`src/rtl/ir_key_pkg.sv`:
```
// Shared constants for the IR key tracker: state encoding, widths and default timing.
package ir_key_pkg;

    localparam int unsigned CODE_W = 12;
    localparam int unsigned MS_W   = 16;
    localparam int unsigned CNT_W  = 3;
    localparam int unsigned ST_W   = 2;

    localparam logic [ST_W-1:0] S_IDLE    = 2'd0;
    localparam logic [ST_W-1:0] S_CONFIRM = 2'd1;
    localparam logic [ST_W-1:0] S_HELD    = 2'd2;
    localparam logic [ST_W-1:0] S_PEND    = 2'd3;

    localparam int unsigned DEF_CLK_HZ    = 50_000_000;
    localparam int unsigned DEF_CONFIRM   = 2;
    localparam int unsigned DEF_GAP_MS    = 60;
    localparam int unsigned DEF_HOLD_MS   = 500;
    localparam int unsigned DEF_REPEAT_MS = 200;

endpackage

```
`src/rtl/ms_tick_gen.sv`:
```
// Free-running millisecond prescaler; tick is a one-cycle pulse every CLK_HZ/1000 cycles.
module ms_tick_gen
    import ir_key_pkg::*;
#(
    parameter int unsigned CLK_HZ = DEF_CLK_HZ
) (
    input  logic clk,
    input  logic rst,
    output logic tick
);

    localparam int unsigned DIV  = (CLK_HZ / 1000 < 1) ? 1 : CLK_HZ / 1000;
    localparam int unsigned CW   = (DIV > 1) ? $clog2(DIV) : 1;
    localparam logic [CW-1:0] LAST = CW'(DIV - 1);

    logic [CW-1:0] cnt_q, cnt_d;
    logic          tick_q, tick_d;

    // Wrap the divider at LAST and flag the wrap cycle.
    always_comb begin
        tick_d = (cnt_q == LAST);
        cnt_d  = tick_d ? '0 : cnt_q + CW'(1);
    end

    // Prescaler state.
    always_ff @(posedge clk) begin
        if (rst) begin
            cnt_q  <= '0;
            tick_q <= 1'b0;
        end else begin
            cnt_q  <= cnt_d;
            tick_q <= tick_d;
        end
    end

    assign tick = tick_q;

endmodule

```
`src/rtl/ir_key_tracker.sv`:
```
// Turns the stream of decoded IR frames into press / auto-repeat / release key events.
module ir_key_tracker
    import ir_key_pkg::*;
#(
    parameter int unsigned CLK_HZ    = DEF_CLK_HZ,
    parameter int unsigned CONFIRM   = DEF_CONFIRM,
    parameter int unsigned GAP_MS    = DEF_GAP_MS,
    parameter int unsigned HOLD_MS   = DEF_HOLD_MS,
    parameter int unsigned REPEAT_MS = DEF_REPEAT_MS
) (
    input  logic              clk,
    input  logic              rst,
    input  logic [CODE_W-1:0] data,
    input  logic              data_rdy,
    output logic [CODE_W-1:0] cmd,
    output logic              press,
    output logic              rpt,
    output logic              key_release,
    output logic              held
);

    localparam logic [MS_W-1:0]  GAP_LIM  = MS_W'(GAP_MS);
    localparam logic [MS_W-1:0]  HOLD_LIM = MS_W'(HOLD_MS);
    localparam logic [MS_W-1:0]  REP_LIM  = MS_W'(REPEAT_MS);
    localparam logic [CNT_W-1:0] CONF_LIM = CNT_W'(CONFIRM);
    localparam bit               SINGLE   = (CONFIRM == 1);
    localparam bit               REP_EN   = (REPEAT_MS != 0);

    logic [ST_W-1:0]   state_q, state_d;
    logic              rdy_q;
    logic [CODE_W-1:0] cand_q, cand_d;
    logic [CNT_W-1:0]  cnt_q, cnt_d;
    logic [MS_W-1:0]   gap_q, gap_d;
    logic [MS_W-1:0]   hold_q, hold_d;
    logic [MS_W-1:0]   lim_q, lim_d;
    logic [CODE_W-1:0] cmd_q, cmd_d;
    logic              press_q, press_d;
    logic              rpt_q, rpt_d;
    logic              rel_q, rel_d;
    logic              held_q, held_d;

    logic              tick;
    logic              frame;
    logic              gap_hit;
    logic              hold_hit;
    logic [CNT_W-1:0]  cnt_inc;
    logic [MS_W:0]     hold_inc;

    ms_tick_gen #(
        .CLK_HZ (CLK_HZ)
    ) u_tick (
        .clk  (clk),
        .rst  (rst),
        .tick (tick)
    );

    // Rising edge of data_rdy is one frame; the timers expire on the tick that reaches the limit.
    assign frame    = data_rdy & ~rdy_q;
    assign cnt_inc  = cnt_q + CNT_W'(1);
    assign gap_hit  = tick & (gap_q != GAP_LIM) & ((gap_q + MS_W'(1)) == GAP_LIM);
    assign hold_inc = {1'b0, hold_q} + (MS_W + 1)'(1);
    assign hold_hit = tick & (hold_inc >= {1'b0, lim_q});

    // Next-state decode; a frame always takes priority over gap expiry.
    always_comb begin
        state_d = state_q;
        case (state_q)
            S_IDLE: begin
                if (frame) state_d = SINGLE ? S_HELD : S_CONFIRM;
            end
            S_CONFIRM: begin
                if (frame) begin
                    if ((data == cand_q) && (cnt_inc == CONF_LIM)) state_d = S_HELD;
                end else if (gap_hit) begin
                    state_d = S_IDLE;
                end
            end
            S_HELD: begin
                if (frame) begin
                    if (data != cmd_q) state_d = SINGLE ? S_PEND : S_CONFIRM;
                end else if (gap_hit) begin
                    state_d = S_IDLE;
                end
            end
            S_PEND: begin
                state_d = S_HELD;
            end
            default: begin
                state_d = S_IDLE;
            end
        endcase
    end

    // Candidate tracking, timers and the registered event outputs derived from the transition.
    always_comb begin
        cand_d  = cand_q;
        cnt_d   = cnt_q;
        gap_d   = gap_q;
        hold_d  = hold_q;
        lim_d   = lim_q;
        cmd_d   = cmd_q;
        press_d = 1'b0;
        rpt_d   = 1'b0;
        rel_d   = 1'b0;
        held_d  = (state_d == S_HELD);

        if (frame) begin
            gap_d = '0;
        end else if (tick && (gap_q != GAP_LIM)) begin
            gap_d = gap_q + MS_W'(1);
        end

        if (frame) begin
            if ((state_q == S_CONFIRM) && (data == cand_q)) begin
                cnt_d = cnt_inc;
            end else if ((state_q != S_HELD) || (data != cmd_q)) begin
                cand_d = data;
                cnt_d  = CNT_W'(1);
            end
        end

        if (tick && (state_q == S_HELD)) begin
            if (hold_hit) begin
                hold_d = '0;
                lim_d  = REP_LIM;
            end else if (hold_q != '1) begin
                hold_d = hold_q + MS_W'(1);
            end
        end

        press_d = (state_d == S_HELD) && (state_q != S_HELD);
        rel_d   = (state_q == S_HELD) && (state_d != S_HELD);
        rpt_d   = REP_EN && (state_q == S_HELD) && (state_d == S_HELD) && hold_hit;

        if (press_d) begin
            cmd_d  = (state_q == S_PEND) ? cand_q : data;
            hold_d = '0;
            lim_d  = HOLD_LIM;
        end
    end

    // State and datapath registers.
    always_ff @(posedge clk) begin
        if (rst) begin
            state_q <= S_IDLE;
            rdy_q   <= 1'b0;
            cand_q  <= '0;
            cnt_q   <= '0;
            gap_q   <= '0;
            hold_q  <= '0;
            lim_q   <= '0;
            cmd_q   <= '0;
            press_q <= 1'b0;
            rpt_q   <= 1'b0;
            rel_q   <= 1'b0;
            held_q  <= 1'b0;
        end else begin
            state_q <= state_d;
            rdy_q   <= data_rdy;
            cand_q  <= cand_d;
            cnt_q   <= cnt_d;
            gap_q   <= gap_d;
            hold_q  <= hold_d;
            lim_q   <= lim_d;
            cmd_q   <= cmd_d;
            press_q <= press_d;
            rpt_q   <= rpt_d;
            rel_q   <= rel_d;
            held_q  <= held_d;
        end
    end

    assign cmd         = cmd_q;
    assign press       = press_q;
    assign rpt         = rpt_q;
    assign key_release = rel_q;
    assign held        = held_q;

endmodule

```
`config.mk`:
```
export PLATFORM = sky130hd
export DESIGN_NAME = ir_key_tracker
export DESIGN_NICKNAME = d
export VERILOG_FILES = /design/src/rtl/ir_key_pkg.sv /design/src/rtl/ms_tick_gen.sv /design/src/rtl/ir_key_tracker.sv
export SDC_FILE = /design/constraint.sdc
export NUM_CORES = 1
export LEC_CHECK = 0
export CAP_MARGIN = 20
export CORE_ASPECT_RATIO = 2
export CORE_MARGIN = 4
export CORE_UTILIZATION = 60
export CTS_CLUSTER_DIAMETER = 200
export DETAILED_ROUTE_END_ITERATION = 16
export PLACE_DENSITY = 0.81
export SETUP_SLACK_MARGIN = 0.1
export SLEW_MARGIN = 20
export SYNTH_ARGS = -nofsm -noshare
export SYNTH_HDL_FRONTEND = slang
export SYNTH_HIERARCHICAL = 1
export SYNTH_SLANG_ARGS = --single-unit
```
`constraint.sdc`:
```
create_clock -name clk -period 7.6 [get_ports clk]
set_input_delay 1.9 -clock clk [delete_from_list [all_inputs] [get_ports clk]]
set_output_delay 1.9 -clock clk [all_outputs]
set_load 0.01 [all_outputs]
```
==> results.toml <==
[logic_synthesis]
synth_ff_type = "dfxtp_1"
synth_edf_count = 0
syn_area_per_cell_um2 = 9.07
synthAdderAreaFrac_pct = 4.02
synthArstFlopShare_pct = 0
syn_nets = 544
synth_mux_area_share_pct = 5.79
synthCells = 514
synth_sequential_area_ratio_pct = 36.9
yosys_warnings = 6
ys_seq_elements = 86
synth_top_family_by_area = "simple AND/OR/NAND/NOR gates"
yosys.area_share.simple_pct = 25.9
synth_xor_area_share_pct = 12.6
netlist_area_um2 = 4660
synth-compound-area-share_pct = 10.6
synthDistinctLibCells = 60

[cells_and_area]
utilization_pct = 70.0
fin_nets = 563
layout_commonest_cell = "dfxtp_1"
layoutNonFillerInstCount = 632
antenna_cells = 0
final_cell_mix = "dfxtp_1, nor2_1, xnor2_1"
drive_gt1_share_pct = 7.81
syn2layout_area_growth_pct = 14.1

[power_and_ir_drop]
power_leakage_uw = 0.00206
power_frac_clock_pct = 50.0
ir_worst_vdd_mv = 0.169
pwr-share-seq_pct = 45.4
p_per_area_nw_per_um2 = 192
p_sw_uw = 215
swShare_pct = 21.0
pwr-share-comb_pct = 4.7
intPower_uw = 809

[floorplan]
dieArea_um2 = 9330
die_w_um = 70.3
die_h_um = 133
ios = 31
fp.coreArea_um2 = 7600
fp-row-count = 45
initial_core_util_pct = 61.4

[sta]
finalCriticalPeriod_ns = 4.03
max_freq_ghz = 0.248
fin_crit_sh_pct = 53.0
fin_worst_skew_ns = 0.00518
worst_pin_slew_ns = 0.979
rsz0062_at_grt = "no"
max_slew_margin_pct = 33.9
maxSlewViolCount = 0
setup_tns_ns = 0
hold_viol_final = 0
whs_ns = 0.481
setup_viol = 0

[critical_path]
critPathMaxFanout = 12
r2r_slack_ns = 4.41
critPathLaunchType = "primary input"
critical_path_class = "primary input to flop"
crit_arrival_ns = 4.23
reg2reg_to = "rpt$_SDFF_PP0_"
r2r_cells = 11
crit_path_end_kind = "flop"
r2r_start = "hold_q[0]$_SDFFE_PP0P_"
critPathRequiredTime_ns = 7.80

[clock_tree]
post-cts-setup-buffers = 0
clkLatencyLatePin_ns = 0.34
clock_path_buffers = 2
clock_sinks = 86
clock-root-buffer = "clkbuf_16"
cts_buffers = 9
cts_hold_buf = 0
clk_pin_slew_ns = 0.06
cts_tree = "yes"
cts_repair_resize_count = 0
cts.htree.levels = 3

[placed_design]
gp_congestion = 0.880
io_buffers = 30
dp.cells = 616
dp_hpwl_mm = 7.12

[global_route]
overflow = 0
grt_max_degree = 30
grt_pass1_vias = 3842
grt_use_total_pct = 22.9
antenna_found_initial = 0
grt_pass1_wl_mm = 17.3

[detailed_routing]
initialDrtViolationCount = 216
drt-total-wl_mm = 10.0
dr.pass1.iters = 4
via_per_inst = 5.93
vias = 3749
ant_nets = 0
wl_per_cell_um = 15.9
drc = 0

[outcome]
status = "finished, final reports clean"

[flow_run]
max-cap-violations = 0

[worst_hold_path]
worstHoldPathCells = 2
holdPathEnd = "lim_q[3]$_SDFFE_PP0P_"
min_from = "lim_q[3]$_SDFFE_PP0P_"
holdCritPathClass = "flop to flop"
==> synth_stat cells, drive strengths merged, types with 3 or more instances <==
cell type,instances,area share (%)
a211oi,6,0.97
a21oi,7,0.75
a31oi,3,0.40
and2,10,1.3
and3,17,2.3
and4,3,0.56
buf,12,1.7
clkbuf,12,1.0
dfxtp,86,37
ha,15,4.0
inv,17,1.4
mux2i,27,5.8
nand2,29,2.3
nand2b,3,0.46
nand3,21,2.3
nand4,18,3.3
nor2,64,5.3
nor2b,5,0.67
nor3,14,1.5
nor4,14,2.7
o21a,4,0.64
o21ai,11,1.2
o2bb2ai,13,2.4
o31ai,5,0.80
or3,4,0.54
xnor2,43,8.1
xor2,24,4.5
==> worst max-delay path: stages <==
cell	delay, ns
clkdlybuf4s50_1	0.57
xnor2_1	0.14
nand4_1	0.13
or4_4	0.59
o221ai_4	0.54
mux2i_1	0.30
nor2_1	0.05
==> logic make-up after synthesis <==
| logic type | after synthesis |
|---|---|
| adder cells (fa/ha/maj) | 15 |
| multiplexers | 27 |
| XOR/XNOR | 67 |
| AND/OR/NAND/NOR | 214 |
| AO/OA/AOI/OAI | 64 |
| flip-flops | 86 |
| buffers and inverters | 41 |
==> sequential cells by signal (all words and copies together), names as in the netlist, 2 cells and up <==
name          flops
state_q           2
gap_q            16
cnt_q             3
u_tick/cnt_q     16
cand_q           12
lim_q             3
cmd              12
hold_q           16
==> worst max-delay path by stage <==
stage,end,slack [ns],cells past startpoint,startpoint
2_1_floorplan,cand_q[0]$_SDFFE_PP0P_,4.17,7,data[0]
3_3_place_gp,cand_q[1]$_SDFFE_PP0P_,3.31,7,data[9]
3_5_place_dp,cand_q[6]$_SDFFE_PP0P_,3.27,7,data[0]
4_1_cts,cand_q[3]$_SDFFE_PP0P_,3.58,7,data[0]
5_1_grt,cand_q[11]$_SDFFE_PP0P_,3.42,7,data[4]
6_report,cand_q[3]$_SDFFE_PP0P_,3.57,7,data[0]
==> routing by layer <==
metal	vias up	wire length [um]	GRT usage, %	share of wire, %
li1	1856	-	-	-
met1	1782	3920	23.8	39
met2	73	5430	40.9	54
met3	38	269	4.11	2.7
met4	0	424	14.5	4.2
met5	-	0	0	0
==> area by class of cell <==
class	count	area [um2]
clock buffers	11	243
clock inverters	5	106
fillers	580	2280
inverters	17	63.8
multi-input cells	387	2760
flip-flops and latches	86	1720
well taps	94	118
repair buffers	32	315
==> metrics by stage <==
stage / power (uW) / area, um2 / worst slack [ns]
2_1_floorplan: 505 / 4660 / 4.17
3_3_place_gp: 520 / 4970 / 3.31
3_5_place_dp: 522 / 4970 / 3.27
4_1_cts: 1030 / 5320 / 3.58
5_1_grt: 1050 / 5320 / 3.42
6_report: 1020 / 5320 / 3.57
==> power groups by stage <==
| stage | clock, uW | combinational, uW | sequential [uW] |
|---|---|---|---|
| 5_1_grt | 534 | 53.3 | 465 |
| 3_5_place_dp | 0 | 47.1 | 475 |
| 3_3_place_gp | 0 | 46.2 | 474 |
| 6_report | 512 | 47.7 | 465 |
| 2_1_floorplan | 0 | 32.7 | 472 |
| 4_1_cts | 518 | 48.0 | 465 |
Note: power is estimated with default switching activity, not from simulation.
